===== config.mk =====
export PLATFORM = sky130hd
export DESIGN_NAME = ddr_word_packer_flat
export DESIGN_NICKNAME = d
export VERILOG_FILES = /design/src/rtl/ddr_pkg.sv /design/src/rtl/ddr_word_packer_if.sv /design/src/rtl/ddr_sync_detect.sv /design/src/rtl/ddr_word_packer.sv /design/src/flat_wrapper.sv
export SDC_FILE = /design/constraint.sdc
export NUM_CORES = 1
export LEC_CHECK = 0
export BUFFER_PORTS_ARGS = -buffer_cell sky130_fd_sc_hd__buf_2
export CORE_MARGIN = 8
export CORE_UTILIZATION = 55
export CTS_BUF_LIST = sky130_fd_sc_hd__clkbuf_4 sky130_fd_sc_hd__clkbuf_8
export DETAILED_ROUTE_END_ITERATION = 12
export MAX_ROUTING_LAYER = met4
export PLACE_DENSITY_LB_ADDON = 0.1
export SLEW_MARGIN = 20
export SYNTH_ARGS = -nofsm -noshare
export SYNTH_HDL_FRONTEND = slang
export SYNTH_SLANG_ARGS = --single-unit

===== constraint.sdc =====
create_clock -name clock -period 3 [get_ports clock]
set_input_delay 0.3 -clock clock [delete_from_list [all_inputs] [get_ports clock]]
set_output_delay 0.3 -clock clock [all_outputs]
set_load 0.1 [all_outputs]

===== src/rtl/ddr_pkg.sv =====
// -----------------------------------------------------------------------------
// ddr_pkg
// Shared types and width helpers for the DDR word packer slice.
//   ddr_state_e : alignment state (HUNT until the sync pattern is seen)
//   ddr_match_e : where the sync pattern was found among the two samples
//   fill_w()    : width of the fill index for a word of `count` samples
//   cnt_w()     : width of a sample count in 0..count
// -----------------------------------------------------------------------------
package ddr_pkg;

  typedef enum logic {
    DDR_HUNT   = 1'b0,
    DDR_LOCKED = 1'b1
  } ddr_state_e;

  typedef enum logic [1:0] {
    DDR_MATCH_NONE    = 2'd0,
    DDR_MATCH_FALLING = 2'd1,
    DDR_MATCH_RISING  = 2'd2
  } ddr_match_e;

  function automatic int fill_w(input int count);
    return $clog2(count);
  endfunction

  function automatic int cnt_w(input int count);
    return $clog2(count + 1);
  endfunction

endpackage


===== src/rtl/ddr_word_packer_if.sv =====
// -----------------------------------------------------------------------------
// ddr_word_packer_if
// Bundles the sample inputs, control strobes and word outputs of the packer.
//   slave  : the packer (samples/controls in, word out)
//   master : upstream source plus downstream consumer (samples/controls out,
//            word in)
// Parameters: width (sample bits), count (samples per word).
// -----------------------------------------------------------------------------
interface ddr_word_packer_if #(
  parameter int width = 8,
  parameter int count = 4
) ();

  logic                               rising_valid;
  logic [width-1:0]                   rising;
  logic                               falling_valid;
  logic [width-1:0]                   falling;
  logic                               flush;
  logic                               resync;
  logic                               dout_valid;
  logic [width*count-1:0]             dout;
  logic [ddr_pkg::cnt_w(count)-1:0]   dout_count;
  logic                               locked;

  modport slave (
    input  rising_valid, rising, falling_valid, falling, flush, resync,
    output dout_valid, dout, dout_count, locked
  );

  modport master (
    output rising_valid, rising, falling_valid, falling, flush, resync,
    input  dout_valid, dout, dout_count, locked
  );

endinterface


===== src/rtl/ddr_sync_detect.sv =====
// -----------------------------------------------------------------------------
// ddr_sync_detect
// Compares the falling and rising samples of one cycle against the sync
// pattern and reports the first (oldest) match. Falling is older, so it wins
// when both match.
//   i_falling_valid / i_falling : older sample of the cycle
//   i_rising_valid  / i_rising  : newer sample of the cycle
//   o_match                     : DDR_MATCH_NONE / _FALLING / _RISING
// -----------------------------------------------------------------------------
module ddr_sync_detect
  import ddr_pkg::*;
#(
  parameter int               width = 8,
  parameter logic [width-1:0] sync  = 8'hA5
) (
  input  logic             i_falling_valid,
  input  logic [width-1:0] i_falling,
  input  logic             i_rising_valid,
  input  logic [width-1:0] i_rising,
  output ddr_match_e       o_match
);

  always_comb begin
    o_match = DDR_MATCH_NONE;
    if (i_falling_valid && (i_falling == sync)) begin
      o_match = DDR_MATCH_FALLING;
    end else if (i_rising_valid && (i_rising == sync)) begin
      o_match = DDR_MATCH_RISING;
    end
  end

endmodule


===== src/rtl/ddr_word_packer.sv =====
// -----------------------------------------------------------------------------
// ddr_word_packer
// Packs the falling/rising sample streams of a DDR demultiplexer into words of
// `count` samples in arrival order (falling before rising within a cycle).
// No backpressure: the source cannot stall.
//
// Ports:
//   reset_n : asynchronous active-low reset
//   clock   : clock
//   bus     : ddr_word_packer_if.slave
//             in : rising_valid, rising, falling_valid, falling, flush, resync
//             out: dout_valid (1-cycle strobe), dout (sample 0 in LSBs),
//                  dout_count (valid samples in dout), locked
//
// Configuration macro: DDR_PACKER_ALIGN_EN
//   defined   : HUNT/LOCKED aligner; the first sample equal to `sync` becomes
//               sample 0 of a word, earlier samples are dropped.
//   undefined : no aligner; locked rises one cycle after reset and stays set.
// -----------------------------------------------------------------------------
module ddr_word_packer
  import ddr_pkg::*;
#(
  parameter int               width = 8,
  parameter int               count = 4,
  parameter logic [width-1:0] sync  = 8'hA5
) (
  input  logic               reset_n,
  input  logic               clock,
  ddr_word_packer_if.slave   bus
);

  localparam int             FW   = fill_w(count);
  localparam int             CW   = cnt_w(count);
  localparam logic [FW-1:0]  LAST = FW'(count - 1);

  // Accumulator and registered outputs
  logic [width-1:0]       r_buf [count];
  logic [FW-1:0]          r_fill;
  logic                   r_dout_valid;
  logic [width*count-1:0] r_dout;
  logic [CW-1:0]          r_dout_count;
  logic                   r_locked;

  // Next-cycle values
  logic [width-1:0]       w_buf [count];
  logic [FW-1:0]          w_idx;
  logic                   w_emit;
  logic [width*count-1:0] w_word;
  logic [CW-1:0]          w_word_cnt;
  logic [1:0]             w_take;     // {rising, falling} samples accepted
  logic [1:0]             w_n_take;
  logic                   w_flush_ok;
  logic [width-1:0]       w_smp [2];  // index 0 is the older (falling) sample

  assign w_smp[0] = bus.falling;
  assign w_smp[1] = bus.rising;

`ifdef DDR_PACKER_ALIGN_EN
  ddr_state_e r_state;
  ddr_match_e w_match;
  logic       w_lock;

  ddr_sync_detect #(
    .width (width),
    .sync  (sync)
  ) u_sync_detect (
    .i_falling_valid (bus.falling_valid),
    .i_falling       (bus.falling),
    .i_rising_valid  (bus.rising_valid),
    .i_rising        (bus.rising),
    .o_match         (w_match)
  );

  // In HUNT only the matching sample and anything after it in the same cycle
  // is kept; the fill index is always 0 in HUNT, so the match lands at slot 0.
  always_comb begin
    w_take     = {bus.rising_valid, bus.falling_valid};
    w_flush_ok = 1'b1;
    w_lock     = 1'b0;
    if (r_state == DDR_HUNT) begin
      w_flush_ok = 1'b0;
      unique case (w_match)
        DDR_MATCH_FALLING: w_lock = 1'b1;
        DDR_MATCH_RISING: begin
          w_take = 2'b10;
          w_lock = 1'b1;
        end
        default: w_take = 2'b00;
      endcase
    end
  end
`else
  wire [width-1:0] w_unused_sync = sync;

  always_comb begin
    w_take     = {bus.rising_valid, bus.falling_valid};
    w_flush_ok = 1'b1;
  end
`endif

  assign w_n_take = {1'b0, w_take[0]} + {1'b0, w_take[1]};

  // NOTE: every variable gets a default at the top of the block so no path
  // leaves it unassigned (which would infer a latch); blocking '=' is used
  // here because later statements read the values just computed.
  always_comb begin
    w_buf      = r_buf;
    w_idx      = r_fill;
    w_emit     = 1'b0;
    w_word     = r_dout;
    w_word_cnt = r_dout_count;

    if (bus.resync) begin
      w_idx = '0;
    end else begin
      // A flush emits the partial word only if this cycle's samples would not
      // complete it anyway; otherwise the full word goes out and the flush is
      // absorbed.
      if (w_flush_ok && bus.flush && (r_fill != '0) &&
          ((int'(r_fill) + int'(w_n_take)) < count)) begin
        w_emit = 1'b1;
        for (int i = 0; i < count; i++) begin
          w_word[i*width +: width] = (i < int'(r_fill)) ? r_buf[i] : '0;
        end
        w_word_cnt = CW'(r_fill);
        w_idx      = '0;
      end

      for (int k = 0; k < 2; k++) begin
        if (w_take[k]) begin
          w_buf[w_idx] = w_smp[k];
          if (w_idx == LAST) begin
            w_emit = 1'b1;
            for (int i = 0; i < count; i++) begin
              w_word[i*width +: width] = w_buf[i];
            end
            w_word_cnt = CW'(count);
            w_idx      = '0;
          end else begin
            w_idx = w_idx + 1'b1;
          end
        end
      end
    end
  end

  // NOTE: the sample buffer carries no reset; slots at or beyond the fill
  // index are never exposed (full words overwrite every slot, flushes mask).
  always_ff @(posedge clock) begin
    r_buf <= w_buf;
  end

  always_ff @(posedge clock or negedge reset_n) begin
    if (!reset_n) begin
      r_fill       <= '0;
      r_dout_valid <= 1'b0;
      r_dout       <= '0;
      r_dout_count <= '0;
      r_locked     <= 1'b0;
`ifdef DDR_PACKER_ALIGN_EN
      r_state      <= DDR_HUNT;
`endif
    end else begin
      r_fill       <= w_idx;
      r_dout_valid <= w_emit;
      r_dout       <= w_word;
      r_dout_count <= w_word_cnt;
`ifdef DDR_PACKER_ALIGN_EN
      if (bus.resync) begin
        r_state  <= DDR_HUNT;
        r_locked <= 1'b0;
      end else if (w_lock) begin
        r_state  <= DDR_LOCKED;
        r_locked <= 1'b1;
      end
`else
      r_locked     <= 1'b1;
`endif
    end
  end

  assign bus.dout_valid = r_dout_valid;
  assign bus.dout       = r_dout;
  assign bus.dout_count = r_dout_count;
  assign bus.locked     = r_locked;

endmodule


===== src/flat_wrapper.sv =====
// flat-port wrapper written by rule: the top's interface ports become plain ports
module ddr_word_packer_flat import ddr_pkg::*;
#(
  parameter int               width = 8,
  parameter int               count = 4,
  parameter logic [width-1:0] sync  = 8'hA5
)
  (reset_n, clock, bus_rising_valid, bus_rising, bus_falling_valid, bus_falling, bus_flush, bus_resync, bus_dout_valid, bus_dout, bus_dout_count, bus_locked);
  ddr_word_packer_if #(.width(width), .count(count)) bus_i ();
  input  logic reset_n;
  input  logic clock;
  input wire logic [$bits(bus_i.rising_valid)-1:0] bus_rising_valid;
  input wire logic [$bits(bus_i.rising)-1:0] bus_rising;
  input wire logic [$bits(bus_i.falling_valid)-1:0] bus_falling_valid;
  input wire logic [$bits(bus_i.falling)-1:0] bus_falling;
  input wire logic [$bits(bus_i.flush)-1:0] bus_flush;
  input wire logic [$bits(bus_i.resync)-1:0] bus_resync;
  output wire logic [$bits(bus_i.dout_valid)-1:0] bus_dout_valid;
  output wire logic [$bits(bus_i.dout)-1:0] bus_dout;
  output wire logic [$bits(bus_i.dout_count)-1:0] bus_dout_count;
  output wire logic [$bits(bus_i.locked)-1:0] bus_locked;
  assign bus_i.rising_valid = bus_rising_valid;
  assign bus_i.rising = bus_rising;
  assign bus_i.falling_valid = bus_falling_valid;
  assign bus_i.falling = bus_falling;
  assign bus_i.flush = bus_flush;
  assign bus_i.resync = bus_resync;
  assign bus_dout_valid = bus_i.dout_valid;
  assign bus_dout = bus_i.dout;
  assign bus_dout_count = bus_i.dout_count;
  assign bus_locked = bus_i.locked;
  ddr_word_packer #(.width(width), .count(count), .sync(sync)) u_core (.reset_n(reset_n), .clock(clock), .bus(bus_i));
endmodule

* After elaboration in Yosys (flattened, before gate mapping)
Index checks and enable logic that the tools add are counted. W data, S select, Z words.
Storage, ports and cells: register bits after elaboration 71, bits of input ports 22, output and inout port bits 37
Operators by class: add/subtract/negate cells 4, magnitude comparators 8, equality and inequality tests 2, mux-type cells 36, bitwise logic cells 2, reduce and logical (&&, ||, !) cells 5
Operators with widths (number):
- $mux W32 | 8
- $bwmux W32 | 2
- $mux W8 | 5
- $demux W8 S2 | 2
- $lt A32 B4 Y1 const B | 1
- $mux W2 | 8
- $mux W3 | 5
- $ge A3 B3 Y1 const B | 2
- $lt A3 B1 Y1 const B | 2
- $mux W1 | 6
- $not A2 Y3 | 2
- $add A2 B1 Y2 const B | 2
- $eq A2 B2 Y1 const B | 2
- $logic_and A1 B1 Y1 | 4
- $lt A1 B2 Y1 const A | 2
- $add A2 B2 Y3 | 1
- $add A1 B1 Y2 | 1
- $lt A2 B2 Y1 const A | 1
- $reduce_bool A2 Y1 | 1

* Depth between registers and ports, before layout
depth in word-level cells 18, gate-level depth with buffers 14, mapped depth without buffers 13

* Least setup slack after synthesis
OpenSTA, ideal clock, no wires.
path kind reg-to-reg, from reg u_core.r_fill[0], to reg u_core.r_buf[29] in the netlist's numbering, data pin, setup time 0.270 ns, arrival time 2.874 ns, setup slack -0.144 ns, cell stages (with the launch flop) 14, path buffers 2, path through dfrtp_1 > ha_1 > and2_4 > o21ai_0 > ha_1 > nand2_1 > o21ai_0 > inv_1 > ha_1 > buf_2 > nand2_1 > clkbuf_1 > nor2_1 > a21oi_1
Between the ends: longest elaborated chain between the ends 16, elaborated cells between the ends (all ways) 29, classes of those cells 2 x add/sub; 5 x order compare; 1 x eq/ne; 14 x mux; 2 x bitwise; 5 x reduce/logical
RTL lines:
- from (decl) | RTL line ddr_word_packer.sv:38 | logic [FW-1:0] r_fill;
- from (signal assigned) | RTL line ddr_word_packer.sv:164 | r_fill <= w_idx;
- $add A2 B2 Y3 or $reduce_bool A2 Y1 (tied branches) | RTL line ddr_word_packer.sv:120, ddr_word_packer.sv:119
- $lt A32 B4 Y1 or $logic_and A1 B1 Y1 (tied branches) | RTL line ddr_word_packer.sv:120, ddr_word_packer.sv:119
- $logic_and A1 B1 Y1 | RTL line ddr_word_packer.sv:119 | if (w_flush_ok && bus.flush && (r_fill != '0) &&
- $mux W2 (*) | RTL line ddr_word_packer.sv:119
- $mux W2 (*) | RTL line ddr_word_packer.sv:113 | if (bus.resync) begin
- $add A2 B1 Y2 or $eq A2 B2 Y1 (tied branches) | RTL line ddr_word_packer.sv:140, ddr_word_packer.sv:132
- $mux W2 | RTL line ddr_word_packer.sv:132 | if (w_idx == LAST) begin
- $mux W2 | RTL line ddr_word_packer.sv:130 | if (w_take[k]) begin
- $mux W2 | RTL line ddr_word_packer.sv:113
- $not A2 Y3 (not written as such) | RTL line ddr_word_packer.sv:131 | w_buf[w_idx] = w_smp[k];
- $ge A3 B3 Y1 (not written as such) or $lt A3 B1 Y1 (tied branches) | RTL line ddr_word_packer.sv:131
- $logic_and A1 B1 Y1 (not written as such) | RTL line ddr_word_packer.sv:131
- $mux W8 (not written as such) | RTL line ddr_word_packer.sv:131
- $demux W8 S2 | RTL line ddr_word_packer.sv:131
- $bwmux W32 | RTL line ddr_word_packer.sv:131
- $mux W32 (*) | RTL line ddr_word_packer.sv:130
- to (signal assigned) | RTL line ddr_word_packer.sv:150 | r_buf <= w_buf;
- to (decl) | RTL line ddr_word_packer.sv:37 | logic [width-1:0] r_buf [count];
Every way passes the cells marked *; elsewhere a longest branch is shown, timed or not. The select of a mux whose other input is x is not followed. A chain may end at the register's enable or synchronous reset.

* Worst setup path in the final report
from reg u_core.r_fill[0], to reg u_core.r_dout[22] (netlist: u_core.bus.dout[22])
Between the ends: longest elaborated chain between the ends 17, elaborated cells between the ends (all ways) 36, classes of those cells 2 x add/sub; 6 x order compare; 2 x eq/ne; 19 x mux; 2 x bitwise; 5 x reduce/logical
RTL lines:
- $add A2 B2 Y3 or $reduce_bool A2 Y1 (tied branches) | RTL line ddr_word_packer.sv:120, ddr_word_packer.sv:119
- $lt A32 B4 Y1 or $logic_and A1 B1 Y1 (tied branches) | RTL line ddr_word_packer.sv:120, ddr_word_packer.sv:119
- $logic_and A1 B1 Y1 | RTL line ddr_word_packer.sv:119
- $mux W2 | RTL line ddr_word_packer.sv:119
- $mux W2 | RTL line ddr_word_packer.sv:113
- $add A2 B1 Y2 or $eq A2 B2 Y1 (tied branches) | RTL line ddr_word_packer.sv:140, ddr_word_packer.sv:132
- $mux W2 | RTL line ddr_word_packer.sv:132
- $mux W2 | RTL line ddr_word_packer.sv:130
- $mux W2 | RTL line ddr_word_packer.sv:113
- $not A2 Y3 (not written as such) | RTL line ddr_word_packer.sv:131
- $ge A3 B3 Y1 (not written as such) or $lt A3 B1 Y1 (tied branches) | RTL line ddr_word_packer.sv:131
- $logic_and A1 B1 Y1 (not written as such) | RTL line ddr_word_packer.sv:131
- $mux W8 (not written as such) | RTL line ddr_word_packer.sv:131
- $demux W8 S2 | RTL line ddr_word_packer.sv:131
- $bwmux W32 | RTL line ddr_word_packer.sv:131
- $mux W32 | RTL line ddr_word_packer.sv:132
- $mux W32 (*) | RTL line ddr_word_packer.sv:130
- to (signal assigned) | RTL line ddr_word_packer.sv:166 | r_dout <= w_word;
- to (decl) | RTL line ddr_word_packer.sv:40 | logic [width*count-1:0] r_dout;
Marked as above.

==> results.yml <==
placement:
  dp_hpwl_microns: 10040
  gp_congestion: 0.9433
  dp.cells: 679
  pre_cts_ws_ps: -94.04
  placed_area_sq_mm: 0.005449
  port-buffer-count: 58
synthesis:
  synth.area.top_cells: "dfrtp_1 19%, edfxtp_1 19%, a21oi_1 4.8%"
  synth.top_cells.by_count: "48 x a21oi_1, 41 x nor2_1, 39 x dfrtp_1"
  netlist.area_leader.share_pct: 19.42
  synth_nets: 561
  synth_flop_cell: "dfrtp_1"
  synth-async-reset-ratio_pct: 54.93
  synth_seq_cells: 71
  yosysSeqAreaShare_pct: 38.55
  synth_area_per_cell_sq_um: 9.571
  syn_area_sq_mm: 0.005025
  yosysUniqueCellTypes: 55
  synth_edf_count: 32
  synth_most_common_cell: "a21oi_1"
  ys_warn_count: 0
  synthCells: 525
  synth_top_area_cell: "dfrtp_1"
die:
  core_sq_mm: 0.009065
  fp.dieW_microns: 111.6
  ios: 59
  rows: 35
  start_util_pct: 55.43
  die-area_sq_mm: 0.01245
  die_h_microns: 111.6
min_path:
  hold_class: "in2async"
final_layout:
  instances_no_fill: 698
  antenna_cells: 0
  fin_nets: 618
  syn_to_final_growth_pct: 15.21
  num-fill-cells: 739
  final_layout_size_suffix_gt1_share_pct: 26.06
  fin_area_sq_mm: 0.005789
power:
  p_sw_mw: 2.306
  p_sw_share_pct: 48.65
  internal_power_mw: 2.434
  max-vdd-ir-drop_v: 0.0004511
  power.density_mw_per_mm2: 818.8
  seqPwrFrac_pct: 29.5
  p_leak_nw: 2.488
  combinationalPowerShare_pct: 48.5
  clkPwrFrac_pct: 22.0
global_routing:
  grt_pass1_wl_microns: 24510
  grt_max_degree: 43
  overflow: 0
  met2_usage_pct: 37.49
  grt_use_met3_pct: 5.628
  antenna_found_initial: 0
  grtUsageTotal_pct: 25.01
  gr-usage-met1_pct: 31.20
  grt_pass1_vias: 4586
  busiest_layer: "met2"
cts:
  worstSkewPairLatency_ps: 350
  clkTransAtPathRegs_ps: 80
  cts_sinks: 71
  clockBufferDepth: 2
  tritoncts: "yes"
  ctsHoldBuffers: 0
  root_buffer: "clkbuf_8"
  cts_htree_levels: 3
  cts_made_buffers: 9
drt:
  wirelength_microns: 15470
  dr.pass1.iters: 7
  vias: 4760
  wl_per_cell_microns: 22.16
  vias_per_cell: 6.819
  antenna_left: 0
  drt_iter0_drc: 466
  drc: 0
worst_setup_path:
  start_kind: "flip-flop"
  worstPathRequired_ps: 3260
  cp_cell_sequence: "ha_1 > a21oi_4 > o22ai_2 > inv_1 > ha_1 > nand2_1 > o21ai_0 > buf_4 > ha_1 > clkinvlp_4 > buf_4 > a2111o_1 > o211ai_1"
  path_class: "reg2reg"
  rr_worst_depth: 13
  cp_common_cell: "ha_1"
  slowest_stage: "dfrtp_1"
  r2r-start: "u_core.r_fill[0]$_DFF_PN0_"
  crit_fanout: 9
  slowest_delay_ps: 390
  cpLargestDelayFamily: "adder cells"
  crit_arrival_ps: 3130
  critPathCaptureType: "flip-flop"
  r2r_end: "u_core.bus.dout[22]$_DFFE_PN0N_"
  rrSetupSlack_ps: 130
  path_buf_inv: 4
timing:
  period_share_pct: 95.59
  maxSlewHeadroom_pct: 38.07
  tns_ps: 0
  tightest_slew_ps: 929.0
  max_freq_mhz: 348.7
  hold_viol: 0
  worst_slack_ps: 132.4
  period_minus_slack_ps: 2868
  slew_viol_final: 0
  clock-skew-final_ps: 7.946
  rsz0062_at_grt: "yes"
  setup_viol_count_final: 0
run:
  drv_cap: 0
status:
  outcome: "completed"
logic make-up (layout without fill, tap and decap cells):
group	count (synthesis)	in the layout	share of synthesized area (%)
fa+ha+maj	14	14	3.486
simple gates	156	156	16.76
compound gates	192	192	27.66
mux	34	34	7.271
buf+inv	55	117	5.577
other cells	1	1	0.07463
flops	71	71	38.55
xor+xnor	2	2	0.6225
worst register-to-register path, stage by stage (launching register included):
cell and delay, ps:
dfrtp_1 390, ha_1 340, a21oi_4 80, o22ai_2 140, inv_1 80, ha_1 280
nand2_1 40, o21ai_0 120, buf_4 180, ha_1 220, clkinvlp_4 240, buf_4 210
a2111o_1 370, o211ai_1 110
final cells by class:
cell class | instances | area [sq um] | share of cell area [%]
Sequential cell | 71 | 1937 | 33.46
Tap cell | 111 | 138.9 | 2.399
Multi-Input combinational cell | 399 | 2840 | 49.06
Clock inverter | 7 | 145.1 | 2.507
Timing Repair Buffer | 91 | 563.0 | 9.726
Inverter | 10 | 41.29 | 0.7132
Clock buffer | 9 | 123.9 | 2.140
how the worst max path moves through the flow:
stage                                     startpoint                               to  slack (ps)  cells after the start
after CTS                 u_core.r_fill[0]$_DFF_PN0_  u_core.bus.dout[12]$_DFFE_PN0N_          70                     11
after global placement             bus_falling_valid   u_core.bus.dout[8]$_DFFE_PN0N_         -30                     13
after floorplan           u_core.r_fill[0]$_DFF_PN0_        u_core.r_buf[7]$_DFFE_PN_           1                     12
final                     u_core.r_fill[0]$_DFF_PN0_  u_core.bus.dout[22]$_DFFE_PN0N_         130                     13
after detailed placement           bus_falling_valid   u_core.bus.dout[8]$_DFFE_PN0N_         -90                     13
after global routing      u_core.r_fill[0]$_DFF_PN0_  u_core.bus.dout[16]$_DFFE_PN0N_         -30                     13
power by group through the flow:
stage,sequential [mW],clock [mW],combinational [mW]
after global placement,1.40,0,2.24
after global routing,1.42,1.09,2.41
after CTS,1.39,1.05,2.28
final,1.40,1.04,2.30
after floorplan,2.56,0,0.673
after detailed placement,1.41,0,2.27
registers in the layout, summed over array words and instances, names as in the netlist:
name / count
u_core.bus.dout: 32
u_core.bus.dout_count: 3
u_core.bus.dout_valid: 1
u_core.bus.locked: 1
u_core.r_buf: 32
u_core.r_fill: 2
routing by layer:
| metal | up-vias | share of wire (%) |
|---|---|---|
| li1 | 2140 | - |
| met1 | 2279 | 42 |
| met2 | 301 | 46 |
| met3 | 40 | 8.6 |
| met4 | 0 | 3.6 |
| met5 | - | 0 |
stage by stage:
stage               power, mW  hold WS (ps)  util, %
CTS                     4.718         113.3    63.11
floorplan               3.235         4.409        -
global placement        3.646         456.6    60.11
global route            4.921         161.9    63.86
finish                  4.740         79.54    63.86
detailed placement      3.684         474.6    60.11
cell usage in the layout (no fill, tap or decap), types with 6 or more instances in the layout:
cell and count:
nand2_1 30, inv_1 8, nor2b_1 8, mux2i_1 14
and4_1 8, buf_2 58, a31oi_1 10, buf_4 31
o32a_1 7, nor3_1 6, a21boi_0 8, mux2_2 20
a221oi_1 6, edfxtp_1 32, o311ai_1 6, nand2b_1 10
nor2_1 41, a21oi_1 48, dfrtp_1 39, ha_1 13
o31ai_1 8, a32oi_1 7, a311oi_1 10, and2_1 9
clkbuf_8 9, and3_1 33, o21ai_0 29, a2111o_1 8
o211ai_1 8, o221a_2 8, a22o_1 7, a211oi_1 8
what timing repair did:
item                                   in CTS  in global routing
gates resized for setup                     1                  6
endpoints found under the hold margin       0                  0
setup endpoints to repair                   2                 18
buffers inserted                            0                  3
pin swaps                                   0                  2
Note: power is estimated with default switching activity, not from simulation.
